<file path="config.mk">
export PLATFORM = sky130hd
export DESIGN_NAME = regfile_write_arbiter
export DESIGN_NICKNAME = d
export VERILOG_FILES = /design/src/rtl/regfile_write_arbiter.sv
export SDC_FILE = /design/constraint.sdc
export NUM_CORES = 1
export LEC_CHECK = 0
export CAP_MARGIN = 40
export CORE_MARGIN = 4
export CORE_UTILIZATION = 47
export CTS_BUF_LIST = sky130_fd_sc_hd__clkbuf_8
export CTS_CLUSTER_SIZE = 20
export DETAILED_ROUTE_END_ITERATION = 10
export GPL_TIMING_DRIVEN = 0
export PLACE_DENSITY = 0.89
export SLEW_MARGIN = 5
export SYNTH_ARGS = -nofsm -noshare
export SYNTH_HDL_FRONTEND = slang
export SYNTH_SLANG_ARGS = --single-unit
</file>
<file path="constraint.sdc">
create_clock -name clk -period 6.8 [get_ports clk]
set_input_delay 1.7 -clock clk [delete_from_list [all_inputs] [get_ports clk]]
set_output_delay 1.7 -clock clk [all_outputs]
set_load 0.01 [all_outputs]
</file>
<file path="src/rtl/regfile_write_arbiter.sv">
// Two-requester write arbiter for the shared register file write port.
// One holding slot per requester, age/round-robin arbitration, registered output stage.
module regfile_write_arbiter #(
  parameter int DATA_WIDTH = 32,
  parameter int ADDR_WIDTH = 5
) (
  input  logic                       clk,
  input  logic                       reset,
  input  logic                       req0_valid,
  output logic                       req0_ready,
  input  logic [ADDR_WIDTH-1:0]      req0_addr,
  input  logic [DATA_WIDTH-1:0]      req0_data,
  input  logic                       req1_valid,
  output logic                       req1_ready,
  input  logic [ADDR_WIDTH-1:0]      req1_addr,
  input  logic [DATA_WIDTH-1:0]      req1_data,
  output logic                       wr_en,
  output logic [ADDR_WIDTH-1:0]      wr_addr,
  output logic [DATA_WIDTH-1:0]      wr_data,
  output logic [(2**ADDR_WIDTH)-1:0] pending_mask
);

  localparam int NUM_REGS = 2**ADDR_WIDTH;
  localparam logic [NUM_REGS-1:0] ONE_HOT_0 = {{(NUM_REGS-1){1'b0}}, 1'b1};

  logic                  slot0_valid, slot1_valid;
  logic [ADDR_WIDTH-1:0] slot0_addr, slot1_addr;
  logic [DATA_WIDTH-1:0] slot0_data, slot1_data;
  // age_q: slot 1 holds the older entry; tie_q: both entries loaded on the same edge
  logic                  age_q, tie_q, rr_q;

  logic gnt0, gnt1, rr_used;
  logic xfer0, xfer1, load0, load1;
  logic next_valid0, next_valid1;
  logic age_next, tie_next;
  logic [NUM_REGS-1:0] mask;

  always_comb begin
    gnt0    = 1'b0;
    gnt1    = 1'b0;
    rr_used = 1'b0;
    if (slot0_valid && slot1_valid) begin
      if (tie_q) begin
        rr_used = 1'b1;
        if (rr_q) gnt1 = 1'b1;
        else      gnt0 = 1'b1;
      end else if (age_q) begin
        gnt1 = 1'b1;
      end else begin
        gnt0 = 1'b1;
      end
    end else if (slot0_valid) begin
      gnt0 = 1'b1;
    end else if (slot1_valid) begin
      gnt1 = 1'b1;
    end
  end

  assign req0_ready = ~reset & (~slot0_valid | gnt0);
  assign req1_ready = ~reset & (~slot1_valid | gnt1);

  assign xfer0 = req0_valid & req0_ready;
  assign xfer1 = req1_valid & req1_ready;

  // Address 0 is consumed but never buffered; on a same-address collision the load stage wins.
  assign load1 = xfer1 & (req1_addr != '0);
  assign load0 = xfer0 & (req0_addr != '0) & ~(load1 & (req1_addr == req0_addr));

  assign next_valid0 = load0 | (slot0_valid & ~gnt0);
  assign next_valid1 = load1 | (slot1_valid & ~gnt1);

  always_comb begin
    age_next = age_q;
    tie_next = tie_q;
    if (next_valid0 && next_valid1) begin
      if (load0 && load1) begin
        tie_next = 1'b1;
        age_next = 1'b0;
      end else if (load0) begin
        tie_next = 1'b0;
        age_next = 1'b1;
      end else if (load1) begin
        tie_next = 1'b0;
        age_next = 1'b0;
      end
    end else begin
      tie_next = 1'b0;
      age_next = 1'b0;
    end
  end

  always_ff @(posedge clk or posedge reset) begin
    if (reset) begin
      slot0_valid <= 1'b0;
      slot1_valid <= 1'b0;
      slot0_addr  <= '0;
      slot1_addr  <= '0;
      slot0_data  <= '0;
      slot1_data  <= '0;
      age_q       <= 1'b0;
      tie_q       <= 1'b0;
      rr_q        <= 1'b0;
    end else begin
      slot0_valid <= next_valid0;
      slot1_valid <= next_valid1;
      if (load0) begin
        slot0_addr <= req0_addr;
        slot0_data <= req0_data;
      end
      if (load1) begin
        slot1_addr <= req1_addr;
        slot1_data <= req1_data;
      end
      age_q <= age_next;
      tie_q <= tie_next;
      if (rr_used) rr_q <= ~rr_q;
    end
  end

  always_ff @(posedge clk or posedge reset) begin
    if (reset) begin
      wr_en   <= 1'b0;
      wr_addr <= '0;
      wr_data <= '0;
    end else begin
      wr_en <= gnt0 | gnt1;
      if (gnt1) begin
        wr_addr <= slot1_addr;
        wr_data <= slot1_data;
      end else if (gnt0) begin
        wr_addr <= slot0_addr;
        wr_data <= slot0_data;
      end
    end
  end

  always_comb begin
    mask = '0;
    if (slot0_valid) mask = mask | (ONE_HOT_0 << slot0_addr);
    if (slot1_valid) mask = mask | (ONE_HOT_0 << slot1_addr);
    if (wr_en)       mask = mask | (ONE_HOT_0 << wr_addr);
    mask[0] = 1'b0;
  end

  assign pending_mask = mask;

endmodule

</file>
==> results.sh, run 1 <==
export IMPL_htree_levels=4
export IMPL_antenna_found_initial=0
export IMPL_coreArea_sq_mm=0.0138
export IMPL_drtPass1Iterations=6
export IMPL_r2r_cells=5
export IMPL_drv_cap=0
export IMPL_nNetsFinal=937
export IMPL_pwr_share_clk=0.309
export IMPL_rsz0062_at_grt="false"
export IMPL_pwr_share_seq=0.407
export IMPL_stdcell_count=1051
export IMPL_relSlewSlack=0.358
export IMPL_syn_area_per_cell_sq_um=9.59
export IMPL_fin_crit_sh=0.871
export IMPL_yosys_register_bits=117
export IMPL_fillers=1123
export IMPL_grt_ovfl_total=0
export IMPL_hp_class="reg2reg"
export IMPL_drv_slew=0
export IMPL_wl_per_cell_microns=19.3
export IMPL_cts_sinks=117
export IMPL_synth_most_common_cell="dfrtp_1"
export IMPL_dieArea_sq_mm=0.0160
export IMPL_setup_viol_count_final=0
export IMPL_async_reset_ff_frac=1.00
export IMPL_rows=43
export IMPL_p_leak_uw=0.00353
export IMPL_cp_arrival_ns=4.22
export IMPL_p_comb_frac=0.284
export IMPL_io_buffer_count=148
export IMPL_syn_area_sq_mm=0.00661
export IMPL_synth_top_area_frac=0.443
export IMPL_drt_initial_drc_count=569
export IMPL_area_growth_synth_to_final_pct=32.8
export IMPL_switching_power_uw=680
export IMPL_cts_resized=0
export IMPL_syn_inst=690
export IMPL_hold_depth=1
export IMPL_yosys_top_cells_area="dfrtp_1, mux2_2, mux2i_1"
export IMPL_p_per_area_mw_per_mm2=253
export IMPL_register_area_sq_mm=0.00293
export IMPL_grt_pass1_wl_mm=32.7
export IMPL_viasPerCell=6.06
export IMPL_cts_clk_slew_worst_paths_ns=0.06
export IMPL_r2r_slack_ns=4.80
export IMPL_status="finished clean"
export IMPL_clockBufferDepth=2
export IMPL_yosysWarningCount=0
export IMPL_clock_latency_ns=0.43
export IMPL_synth_top_area_cell="dfrtp_1"
export IMPL_post_route_min_period_ns=5.92
export IMPL_ir_worst_vdd_mv=0.168
export IMPL_grt_pass1_vias=6237
export IMPL_drc=0
export IMPL_diodes=0
export IMPL_drive_gt1_frac=0.135
export IMPL_die_y_microns=127
export IMPL_gp_congestion=0.878
export IMPL_place_inst=1020
export IMPL_p_sw_frac=0.306
export IMPL_fin_skew_ns=0.00838
export IMPL_path_max_fanout=79
export IMPL_cts_inserted_buffers=17
export IMPL_ys_types=43
export IMPL_synth_seq_area_share=0.443
export IMPL_place_hpwl_mm=14.1
export IMPL_fin_ws_ns=0.879
export IMPL_final_setup_tns_ns=0
export IMPL_end_kind="output port"
export IMPL_die_w_microns=127
export IMPL_vias=6367
export IMPL_cp_required_ns=5.10
export IMPL_initial_core_util=0.478
export IMPL_synthTopCellsByCount="dfrtp_1, nand2_1, nor3b_1"
export IMPL_tightest_slew_ns=0.960
export IMPL_multi_input_area_sq_mm=0.00327
export IMPL_post_route_util=0.635
export IMPL_power_internal_uw=1540
export IMPL_fmax_mhz=169
export IMPL_cts_root_buffer="clkbuf_8"
export IMPL_cp_start_kind="primary input"
export IMPL_post_place_ws_ns=0.837
export IMPL_grtUsageTotal=0.251
export IMPL_cts_setup_buffers=0
export IMPL_crit_type="in2out"
export IMPL_hold_viol=0
export IMPL_tritoncts="done"
export IMPL_pin_count=150
export IMPL_postSynthNetCount=768
export IMPL_ant_nets=0
export IMPL_cts_hold_buf=0
export IMPL_synth_main_ff_cell="dfrtp_1"
export IMPL_grt_max_degree=80
export IMPL_drt_total_wl_mm=20.3
export IMPL_synth_edf_count=0
-- kinds of logic after synthesis --
group,share of synthesized area
compound gates,0.153
xor+xnor,0.00795
other cells,0.000567
simple gates,0.212
mux,0.122
flops,0.443
buf+inv,0.0624
-- critical path: stages --
cell	delay [ns]
clkdlybuf4s50_1	0.49
inv_6	0.34
buf_16	0.37
o21ai_1	0.15
buf_2	0.22
inv_2	0.09
buf_2	0.24
clkdlybuf4s50_1	0.59
-- registers in the layout, indices dropped and copies added (netlist names) --
signal	cells
age_q	1
wr_addr	5
slot1_data	32
slot1_valid	1
tie_q	1
wr_data	32
slot0_valid	1
rr_q	1
slot1_addr	5
slot0_addr	5
slot0_data	32
wr_en	1
-- worst paths after layout --
kind | start | end
min in group asynchronous | reset | wr_addr[0]
setup / recovery | reset | req0_ready
hold reg to reg | slot1_data[8] | slot1_data[8]
max in group asynchronous | reset | wr_data[8]
setup reg to reg | slot1_valid | wr_addr[1]
hold / removal | slot1_data[8] | slot1_data[8]
-- power groups by stage --
stage	clock, uW	combinational [uW]	sequential [uW]
3_5_place_dp	0	624	912
2_1_floorplan	0	325	917
6_report	685	631	904
4_1_cts	688	628	901
5_1_grt	722	681	918
3_3_place_gp	0	607	907
-- area by class of cell --
cell class	count	share of cell area
Multi-Input combinational cell	498	0.373
Sequential cell	117	0.333
Timing Repair Buffer	150	0.172
Buffer	71	0.0453
Clock buffer	22	0.0345
Tap cell	180	0.0256
Clock inverter	9	0.0142
Inverter	4	0.00228
-- per-layer routing --
layer	global-route usage	routed length (microns)	part of all wire
met3	0.0598	1780	0.087
met4	0.0801	554	0.027
met5	0	0	0
met1	0.324	8180	0.40
met2	0.419	9810	0.48
-- placed cells by master (no fill, tap or decap), types with 2 or more instances in the layout --
master	count
mux2_2	34
o21ai_1	3
nor2_1	48
bufinv_16	3
mux2_1	2
nand4_1	37
and3_1	6
o211ai_2	10
inv_1	3
xor2_1	5
clkbuf_8	22
clkdlybuf4s50_1	148
buf_6	13
nand3_1	39
clkinv_2	3
buf_2	13
dfrtp_1	117
nand2_1	70
clkbuf_1	38
a21oi_1	37
clkbuf_2	3
o21ai_0	35
buf_4	4
a222oi_1	2
nor3_1	6
nor3b_1	49
and3b_1	7
mux2i_1	37
o211ai_1	27
a22oi_1	29
-- metrics by stage --
stage / hold slack, ns / instance area [sq um] / total power [uW]
floorplan: 0.479 / 6610 / 1240
global placement: 0.487 / 8320 / 1510
detailed placement: 0.493 / 8360 / 1540
CTS: 0.509 / 8790 / 2220
global route: 0.516 / 8790 / 2320
finish: 0.509 / 8790 / 2220
No activity file was read; power rests on OpenSTA's default activity.
==> run 2, diff against run 1 <==
--- a/config.mk
+++ b/config.mk
@@ -11,7 +11,7 @@
 export CTS_BUF_LIST = sky130_fd_sc_hd__clkbuf_8
 export CTS_CLUSTER_SIZE = 20
 export DETAILED_ROUTE_END_ITERATION = 10
-export GPL_TIMING_DRIVEN = 0
+export GPL_TIMING_DRIVEN = 1
 export PLACE_DENSITY = 0.89
 export SLEW_MARGIN = 5
 export SYNTH_ARGS = -nofsm -noshare
==> results.sh, run 2 (synthesis gave the netlist of run 1 again) <==
export IMPL_cpMostUsedCell="clkdlybuf4s50_1"
export IMPL_pin_count=150
export IMPL_gp_congestion=0.915
export IMPL_top_regs="slot0_data: 32 flops, slot1_data: 32 flops, wr_data: 32 flops"
export IMPL_cts_root_buffer="clkbuf_8"
export IMPL_place_area_sq_mm=0.00815
export IMPL_stdcell_area_sq_mm=0.00857
export IMPL_grt_ovfl_total=0
export IMPL_ir_worst_vdd_mv=0.154
export IMPL_rsz0062_at_grt="false"
export IMPL_r2r_slack_ns=4.38
export IMPL_fmax_mhz=186
export IMPL_cpLargestDelayFamily="buffers and inverters"
export IMPL_p_leak_uw=0.00338
export IMPL_relSlewSlack=0.367
export IMPL_crit_buf_inv=4
export IMPL_cp_required_ns=5.10
export IMPL_place_hpwl_mm=12.3
export IMPL_hold_end="slot1_data[30]"
export IMPL_cpMaxStageDelayCell="clkdlybuf4s50_1"
export IMPL_nNetsFinal=876
export IMPL_htree_levels=4
export IMPL_antenna_found_initial=0
export IMPL_drv_cap=0
export IMPL_rows=43
export IMPL_stdcell_count=991
export IMPL_tightest_slew_ns=0.948
export IMPL_diodes=0
export IMPL_fin_ws_ns=1.41
export IMPL_vias=5991
export IMPL_hp_class="reg2reg"
export IMPL_reg2reg_to="slot1_addr[2]"
export IMPL_tritoncts="done"
export IMPL_crit_type="in2out"
export IMPL_cp_arrival_ns=3.69
export IMPL_die_y_microns=127
export IMPL_end_kind="output port"
export IMPL_cts_clk_slew_worst_paths_ns=0.07
export IMPL_grt_max_degree=64
export IMPL_fillers=1105
export IMPL_post_place_ws_ns=1.44
export IMPL_drive_gt1_frac=0.125
export IMPL_cts_hold_buf=0
export IMPL_post_route_min_period_ns=5.39
export IMPL_clockBufferDepth=2
export IMPL_r2r_cells=5
export IMPL_hold_viol=0
export IMPL_path_max_fanout=39
export IMPL_cts_setup_buffers=0
export IMPL_final_setup_tns_ns=0
export IMPL_status="finished clean"
export IMPL_drv_slew=0
export IMPL_hold_path_startpoint="slot1_data[30]"
export IMPL_ant_nets=0
export IMPL_crit_chain="clkdlybuf4s50_1 -> inv_4 -> o21ai_4 -> inv_2 -> clkdlybuf4s50_1"
export IMPL_viasPerCell=6.05
export IMPL_hold_depth=1
export IMPL_grt_pass1_wl_mm=30.0
export IMPL_drt_total_wl_mm=18.6
export IMPL_cts_inserted_buffers=17
export IMPL_cp_start_kind="primary input"
export IMPL_io_buffer_count=148
export IMPL_wl_per_cell_microns=18.8
export IMPL_p_per_area_mw_per_mm2=255
export IMPL_coreArea_sq_mm=0.0138
export IMPL_fin_crit_sh=0.792
export IMPL_final_cell_mix="clkdlybuf4s50_1, dfrtp_1, nand2_1"
export IMPL_drc=0
export IMPL_initial_core_util=0.478
export IMPL_grtUsageTotal=0.228
export IMPL_setup_viol_count_final=0
export IMPL_dieArea_sq_mm=0.0160
export IMPL_r2r_start="slot0_valid"
export IMPL_fin_skew_ns=0.0116
export IMPL_area_growth_synth_to_final_pct=29.5
export IMPL_drtPass1Iterations=6
export IMPL_grt_pass1_vias=5953
export IMPL_drt_initial_drc_count=708
export IMPL_cts_resized=0
export IMPL_cpPeakStageDelay_ns=0.68
export IMPL_cts_sinks=117
export IMPL_clock_latency_ns=0.44
export IMPL_final_common_cell="clkdlybuf4s50_1"
export IMPL_place_inst=959
export IMPL_die_w_microns=127
==> run 2: changes by cell type in the layout (fill, tap and decap cells not counted), moves of 2 or more <==
cell	before	now
clkbuf_8	22	19
clkbuf_2	3	0
clkinv_2	3	1
buf_16	1	3
buf_2	13	1
xor2_4	0	2
xor2_1	5	3
clkbuf_1	38	0
clkinv_4	1	3
buf_4	4	7
buf_6	13	0
clkinvlp_4	1	4
==> run 2: through the flow <==
stage / total power (uW) / utilization / hold slack (ns)
after floorplan: 1240 / - / 0.479
after global placement: 1480 / 0.582 / 0.487
after detailed placement: 1520 / 0.589 / 0.494
after CTS: 2190 / 0.619 / 0.511
after global routing: 2290 / 0.619 / 0.518
final: 2180 / 0.619 / 0.507
==> run 2: worst max path at each step <==
| stage | cells past startpoint | slack, ns | startpoint | end |
|---|---|---|---|---|
| floorplan | 5 | 0.15 | reset | req0_ready |
| detailed placement | 5 | 1.44 | reset | req0_ready |
| global route | 5 | 1.36 | reset | req0_ready |
| CTS | 5 | 1.43 | reset | req0_ready |
| finish | 5 | 1.41 | reset | req0_ready |
| global placement | 5 | 1.29 | reset | req0_ready |
==> run 2: final cells by class <==
| class | instances | area, sq um | area share |
|---|---|---|---|
| clock buffer | 19 | 262 | 0.0305 |
| clock inverter | 13 | 159 | 0.0186 |
| inverter | 4 | 17.5 | 0.00204 |
| multi-input combinational | 498 | 3340 | 0.390 |
| sequential | 117 | 2930 | 0.342 |
| tap | 180 | 225 | 0.0263 |
| timing repair buffer | 160 | 1640 | 0.191 |
==> run 2: per-layer routing <==
| metal | GRT usage | share of wire |
|---|---|---|
| met1 | 0.295 | 0.41 |
| met5 | 0 | 0 |
| met3 | 0.0581 | 0.084 |
| met2 | 0.373 | 0.49 |
| met4 | 0.0808 | 0.020 |
==> run 2: power by group <==
group          leakage (uW)  total, uW  switching [uW]  internal (uW)
logic               0.00178        578             275            303
registers           0.00140        933             112            820
clock network      0.000207        670             290            380
==> run 3, diff against run 2 <==
--- a/config.mk
+++ b/config.mk
@@ -7,12 +7,12 @@
 export LEC_CHECK = 0
 export CAP_MARGIN = 40
 export CORE_MARGIN = 4
-export CORE_UTILIZATION = 47
+export CORE_UTILIZATION = 50
 export CTS_BUF_LIST = sky130_fd_sc_hd__clkbuf_8
 export CTS_CLUSTER_SIZE = 20
 export DETAILED_ROUTE_END_ITERATION = 10
 export GPL_TIMING_DRIVEN = 1
-export PLACE_DENSITY = 0.89
+export PLACE_DENSITY = 0.91
 export SLEW_MARGIN = 5
 export SYNTH_ARGS = -nofsm -noshare
 export SYNTH_HDL_FRONTEND = slang
==> constraint.sdc (replaced) <==
create_clock -name clk -period 5.05 [get_ports clk]
set_input_delay 1.2625 -clock clk [delete_from_list [all_inputs] [get_ports clk]]
set_output_delay 1.2625 -clock clk [all_outputs]
set_load 0.01 [all_outputs]
==> results.sh, run 3 (synthesis gave the netlist of run 1 again) <==
export IMPL_path_max_fanout=23
export IMPL_cts_setup_buffers=0
export IMPL_fin_ws_ns=0.832
export IMPL_area_growth_synth_to_final_pct=29.2
export IMPL_pin_count=150
export IMPL_crit_buf_inv=5
export IMPL_top_regs="slot0_data: 32 flops, slot1_data: 32 flops, wr_data: 32 flops"
export IMPL_crit_start="reset"
export IMPL_vias=6025
export IMPL_p_leak_uw=0.00339
export IMPL_clock_latency_ns=0.43
export IMPL_cpPeakStageDelay_ns=0.56
export IMPL_htree_levels=4
export IMPL_antenna_found_initial=0
export IMPL_cpMostUsedCell="clkdlybuf4s50_1"
export IMPL_clockBufferDepth=2
export IMPL_hold_slack_ns=0.507
export IMPL_io_buffer_count=148
export IMPL_status="finished clean"
export IMPL_crit_chain="clkdlybuf4s50_1 -> clkinvlp_4 -> o21ai_4 -> buf_16 -> inv_2 -> clkdlybuf4s50_1"
export IMPL_fin_skew_ns=0.00794
export IMPL_nNetsFinal=878
export IMPL_cts_inserted_buffers=17
export IMPL_cts_root_buffer="clkbuf_8"
export IMPL_cts_resized=0
export IMPL_relSlewSlack=0.355
export IMPL_gp_congestion=0.890
export IMPL_die_y_microns=123
export IMPL_initial_core_util=0.518
export IMPL_crit_cells=6
export IMPL_dieArea_sq_mm=0.0151
export IMPL_crit_path_end="req0_ready"
export IMPL_fillers=984
export IMPL_p_per_area_mw_per_mm2=341
export IMPL_drt_total_wl_mm=18.6
export IMPL_cp_arrival_ns=2.96
export IMPL_rsz0062_at_grt="false"
export IMPL_viasPerCell=6.12
export IMPL_r2r_start="slot0_valid"
export IMPL_crit_type="in2out"
export IMPL_grtUsageTotal=0.246
export IMPL_diodes=0
export IMPL_r2r_cells=5
export IMPL_drive_gt1_frac=0.124
export IMPL_post_route_min_period_ns=4.22
export IMPL_cpLargestDelayFamily="buffers and inverters"
export IMPL_fmax_mhz=237
export IMPL_r2r_slack_ns=2.51
export IMPL_tightest_slew_ns=0.965
export IMPL_hold_viol=0
export IMPL_coreArea_sq_mm=0.0128
export IMPL_wl_per_cell_microns=18.9
export IMPL_fin_crit_sh=0.835
export IMPL_cp_required_ns=3.79
export IMPL_tritoncts="done"
export IMPL_drv_cap=0
export IMPL_final_cell_mix="clkdlybuf4s50_1, dfrtp_1, nand2_1"
export IMPL_cts_hold_buf=0
export IMPL_post_place_ws_ns=0.799
export IMPL_hp_class="reg2reg"
export IMPL_grt_pass1_vias=5909
export IMPL_cp_start_kind="primary input"
export IMPL_cts_clk_slew_worst_paths_ns=0.07
export IMPL_setup_viol_count_final=0
export IMPL_reg2reg_to="slot1_data[8]"
export IMPL_drtPass1Iterations=8
export IMPL_stdcell_count=985
export IMPL_place_hpwl_mm=12.2
export IMPL_end_kind="output port"
export IMPL_grt_pass1_wl_mm=29.8
export IMPL_ir_worst_vdd_mv=0.295
export IMPL_die_w_microns=123
export IMPL_cpMaxStageDelayCell="clkdlybuf4s50_1"
export IMPL_final_setup_tns_ns=0
export IMPL_grt_max_degree=68
export IMPL_grt_ovfl_total=0
export IMPL_ant_nets=0
export IMPL_drv_slew=0
export IMPL_place_inst=953
export IMPL_drc=0
export IMPL_rows=41
export IMPL_cts_sinks=117
export IMPL_fin_total_pwr_uw=2910
export IMPL_final_common_cell="clkdlybuf4s50_1"
export IMPL_drt_initial_drc_count=598
-- run 3: changes by cell type in the layout (fill, tap and decap cells not counted), moves of 2 or more --
| cell | delta |
|---|---|
| buf_4 | +4 |
| clkinv_2 | +3 |
| clkinv_4 | -2 |
| clkinvlp_4 | -2 |
| inv_1 | +2 |
-- run 3: worst register-to-register path, delay by kind of cell (launching register included) --
kind                   cells  cell delay (ns)
buffers and inverters      1             0.39
flip-flops                 1             0.55
multiplexers               1             0.38
AO/OA/AOI/OAI              1             0.44
AND/OR/NAND/NOR            2             0.66
-- run 3: power by group --
group,total [uW],switching (uW),internal [uW]
sequential,1250,146,1100
clock,882,378,504
combinational,778,373,404
total,2910,898,2010
-- run 3: worst min-delay path by stage --
stage | start | depth (start not counted) | to
finish | slot1_data[30] | 1 | slot1_data[30]
global route | slot1_data[30] | 1 | slot1_data[30]
CTS | slot1_data[4] | 1 | slot1_data[4]
detailed placement | slot1_data[31] | 1 | slot1_data[31]
global placement | slot1_data[22] | 1 | slot1_data[22]
floorplan | slot1_data[10] | 1 | slot1_data[10]
-- run 3: final cells by class --
type                    instances  area, sq um  share of cell area
clock buffers                  19          262              0.0306
clock inverters                13          141              0.0166
inverters                       4         18.8             0.00220
multi-input cells             498         3340               0.391
flip-flops and latches        117         2930               0.343
well taps                     172          215              0.0252
repair buffers                162         1640               0.192
-- run 3: layer usage --
| metal | routed length, microns | part of all wire | track usage |
|---|---|---|---|
| met1 | 7440 | 0.40 | 0.318 |
| met2 | 9200 | 0.49 | 0.405 |
| met3 | 1590 | 0.085 | 0.0581 |
| met4 | 394 | 0.021 | 0.0948 |
| met5 | 0 | 0 | 0 |
-- run 3: per-stage QoR --
step                 util  cell area (sq um)
floorplan               -               6620
global placement    0.631               8060
detailed placement  0.637               8140
CTS                 0.669               8540
global route        0.669               8540
finish              0.669               8540
